`src/rtl/deserializer.sv`:
```
// Serial-to-byte deserializer with comma-based byte alignment.
// Two commas 8 bits apart establish lock; a comma off the byte boundary drops back to ALIGN.
module deserializer #(
    parameter logic [7:0] COMMA = 8'hBC
) (
    input  logic       clk,
    input  logic       reset_L,
    input  logic       enb,
    input  logic       serial_in,
    output logic [7:0] data,
    output logic       valid,
    output logic       DK,
    output logic       sync,
    output logic       err
);

    typedef enum logic [1:0] {StSearch, StAlign, StLocked} state_t;

    state_t     state;
    logic [7:0] sr;
    logic [2:0] cnt;
    logic [7:0] nsr;
    logic       is_comma;
    logic       last_bit;

    assign nsr      = {sr[6:0], serial_in};
    assign is_comma = (nsr == COMMA);
    assign last_bit = (cnt == 3'd7);

    always_ff @(posedge clk or negedge reset_L) begin
        if (!reset_L) begin
            state <= StSearch;
            sr    <= 8'h00;
            cnt   <= 3'd0;
            data  <= 8'h00;
            DK    <= 1'b0;
            valid <= 1'b0;
            sync  <= 1'b0;
            err   <= 1'b0;
        end else begin
            // Pulses default low; everything else holds unless a bit is sampled.
            valid <= 1'b0;
            err   <= 1'b0;
            if (enb) begin
                sr <= nsr;
                case (state)
                    StSearch: begin
                        if (is_comma) begin
                            state <= StAlign;
                            cnt   <= 3'd0;
                        end
                    end
                    StAlign: begin
                        if (last_bit) begin
                            cnt <= 3'd0;
                            if (is_comma) begin
                                state <= StLocked;
                                sync  <= 1'b1;
                            end else begin
                                state <= StSearch;
                                err   <= 1'b1;
                            end
                        end else begin
                            cnt <= cnt + 3'd1;
                        end
                    end
                    StLocked: begin
                        if (last_bit) begin
                            cnt   <= 3'd0;
                            data  <= nsr;
                            DK    <= is_comma;
                            valid <= 1'b1;
                        end else if (is_comma) begin
                            // Comma off the byte boundary: realign on it.
                            state <= StAlign;
                            sync  <= 1'b0;
                            cnt   <= 3'd0;
                            err   <= 1'b1;
                        end else begin
                            cnt <= cnt + 3'd1;
                        end
                    end
                    default: begin
                        state <= StSearch;
                        sync  <= 1'b0;
                    end
                endcase
            end
        end
    end

endmodule

```
`config.mk`:
```
export PLATFORM = sky130hd
export DESIGN_NAME = deserializer
export DESIGN_NICKNAME = d
export VERILOG_FILES = /design/src/rtl/deserializer.sv
export SDC_FILE = /design/constraint.sdc
export NUM_CORES = 1
export LEC_CHECK = 0
export ABC_CLOCK_PERIOD_IN_PS = 2100
export CORE_MARGIN = 8
export CORE_UTILIZATION = 40
export CTS_CLUSTER_DIAMETER = 150
export CTS_CLUSTER_SIZE = 24
export DETAILED_ROUTE_END_ITERATION = 8
export SETUP_SLACK_MARGIN = 0.02
export SLEW_MARGIN = 20
export SYNTH_ARGS = -nofsm -noshare
export SYNTH_HDL_FRONTEND = slang
export SYNTH_SLANG_ARGS = --single-unit
```
`constraint.sdc`:
```
create_clock -name clk -period 2.1 [get_ports clk]
set_input_delay 0.315 -clock clk [delete_from_list [all_inputs] [get_ports clk]]
set_output_delay 0.315 -clock clk [all_outputs]
set_load 0.02 [all_outputs]
```
==> impl_metrics.yaml <==
clock_network:
  cts-root-buf: "clkbuf_4"
  ctsResizeCount: 0
  cts.sinks: 24
  cts_buffer_depth: 2
  path_clk_slew_ns: 0.14
  cts_max_level: 1
  post-cts-setup-buffer-count: 0
  cts_buffers: 3
  insertion_delay_ns: 0.32
  cts_tree: "done"
  cts_hold_buf: 0
sta:
  max_freq_mhz: 567
  finalHoldViolCount: 0
  slew-limit-headroom_pct: 67.2
  post-route-period-util_pct: 84.0
  post-route-min-period_ns: 1.76
  finClkSkew_ns: 0.00269
  slew_viol_final: 0
  rsz0062_at_grt: "false"
  final.setup.tns_ns: 0
  tightest_slew_ns: 0.491
  setup_viol: 0
  finalWorstSetupSlack_ns: 0.336
logic_synthesis:
  ys_warn_count: 0
  synth-simple-area-share_pct: 10.1
  yosysTopAreaCell: "dfrtp_1"
  synth_top_family_by_area: "multiplexers"
  syn_inst: 92
  synth.top_cell.area_share_pct: 52.9
  ys_seq_area_share_pct: 52.9
  synth-xor-area-share_pct: 0
  syn_avg_cell_area_sq_um: 12.3
  ys_seq_elements: 24
  synth-adder-area-share_pct: 7.71
  synthMuxAreaShare_pct: 16.6
  synth_area_leaders: "dfrtp_1 (53%), mux2_2 (15%), ha_1 (7.7%)"
  syn_area_sq_mm: 0.00114
  ys_types: 29
  synth_nets: 103
  synth_compound_area_share_pct: 9.80
global_routing:
  gr-total-overflow: 0
  track_usage_pct: 9.16
  grt_pass1_wl_um: 3710
  grt_pass1_vias: 792
  antenna_found_initial: 0
  grt_max_degree: 25
status:
  status: "finished, final reports clean"
setup_path:
  crit_path_start_kind: "register"
  worst_setup_path_end_kind: "register"
  r2r-end: "data[2]"
  arrival_ns: 1.98
  rr_worst_depth: 4
  crit_path_max_fanout: 11
  cp.required_ns: 2.32
  crit_type: "register to register"
  reg2reg_slack_ns: 0.34
  timing.rr.start: "cnt[0]"
min_path:
  hold_class: "input pin to async pin"
die:
  fp-row-count: 19
  io_pins: 16
  die_y_um: 69.3
  core-area_sq_mm: 0.00273
  die_w_um: 69.3
  fp.dieArea_sq_mm: 0.00480
  initial_core_util_pct: 41.6
run:
  maxCapViolations: 0
routing:
  dr_total_vias: 747
  drc: 0
  drt.antenna.violating_nets: 0
  drt-initial-drc-count: 40
  wirelength_um: 2050
  wl_per_cell_um: 14.5
  firstDrtPassIters: 4
  viasPerCell: 5.30
place:
  dp_slack_ns: 0.255
  place_congestion: 0.739
  portBuffers: 15
  place_hpwl_um: 1510
layout:
  fin_util_pct: 50.4
  area_delta_synth_final_pct: 21.4
  antenna_cells: 0
  drive_above_1_share_pct: 22.7
  finalNetCount: 122
power_and_ir_drop:
  power.density_mw_per_mm2: 884
  peakVddDrop_v: 0.000447
  power_leakage_uw: 0.000649
## cells in the mapped netlist
cell type	n
and2_2	1
nor2b_1	1
o22ai_1	1
a31oi_1	2
nand2_1	4
a21oi_2	1
inv_1	5
and3_1	1
nor2_1	3
nor4b_4	1
a31o_2	1
o211ai_1	1
nand3_1	1
o31ai_1	1
mux2i_1	2
a32o_1	1
o21ai_1	2
clkbuf_1	1
dfrtp_1	24
or2_1	1
mux2_2	15
and4_1	1
a21oi_1	1
or3_1	1
nand2b_1	2
buf_2	2
and2_1	1
o21ai_0	7
ha_1	7
## report_power, final
part	switching [uW]	total (uW)	internal, uW
clock network	146	339	193
logic	154	292	138
registers	59.6	587	528
## stage by stage
step,std cells,instance area [sq um],power (uW),hold slack (ns)
final,141,1380,1220,0.332
after global routing,141,1380,1300,0.345
after CTS,141,1380,1230,0.336
after detailed placement,137,1330,890,0.470
after global placement,137,1330,876,0.463
after floorplan,92,1140,807,0.0194
## critical path, cell delays in order (launching register included)
cell and delay (ns):
dfrtp_1 0.42, ha_1 0.23, ha_1 0.23, nand3_1 0.40, mux2_2 0.39
## registers in the layout (all words and copies together) (netlist names)
name / flops
data: 8
sr: 7
cnt: 3
state: 2
DK: 1
err: 1
sync: 1
valid: 1
## kinds of logic (layout without fill, tap and decap cells)
logic type               count (synthesis)  after routing
flip-flops                              24             24
AO/OA/AOI/OAI                           18             18
AND/OR/NAND/NOR                         18             18
multiplexers                            17             17
buffers and inverters                    8             26
adder cells (fa/ha/maj)                  7              7
## per-layer routing
layer,routed length [um],GRT usage [%]
met1,992,12.4
met2,896,13.4
met3,131,3.00
met4,25,2.73
met5,0,0
## layout by cell type, fill, tap and decap left out, types with 2 or more instances in the layout
master           instances
dfrtp_1                 24
mux2_2                  15
clkdlybuf4s50_1         15
o21ai_0                  7
ha_1                     7
inv_1                    5
nand2_1                  4
nor2_1                   3
clkbuf_4                 3
nand2b_1                 2
mux2i_1                  2
o21ai_1                  2
a31oi_1                  2
buf_4                    2
## layout make-up
| class | instances | area (sq um) |
|---|---|---|
| Clock buffer | 3 | 22.5 |
| Multi-Input combinational cell | 60 | 503 |
| Fill cell | 245 | 1360 |
| Clock inverter | 1 | 30.0 |
| Inverter | 5 | 18.8 |
| Tap cell | 31 | 38.8 |
| Timing Repair Buffer | 17 | 165 |
| Sequential cell | 24 | 601 |
## worst max path at each step
stage | endpoint | cells past startpoint | startpoint
finish | data[2] | 4 | cnt[0]
global placement | data[5] | 3 | enb
floorplan | state[1] | 7 | cnt[0]
detailed placement | cnt[1] | 5 | serial_in
CTS | data[2] | 4 | cnt[0]
global route | data[2] | 4 | cnt[0]
Power figures use the tool's default switching activity.
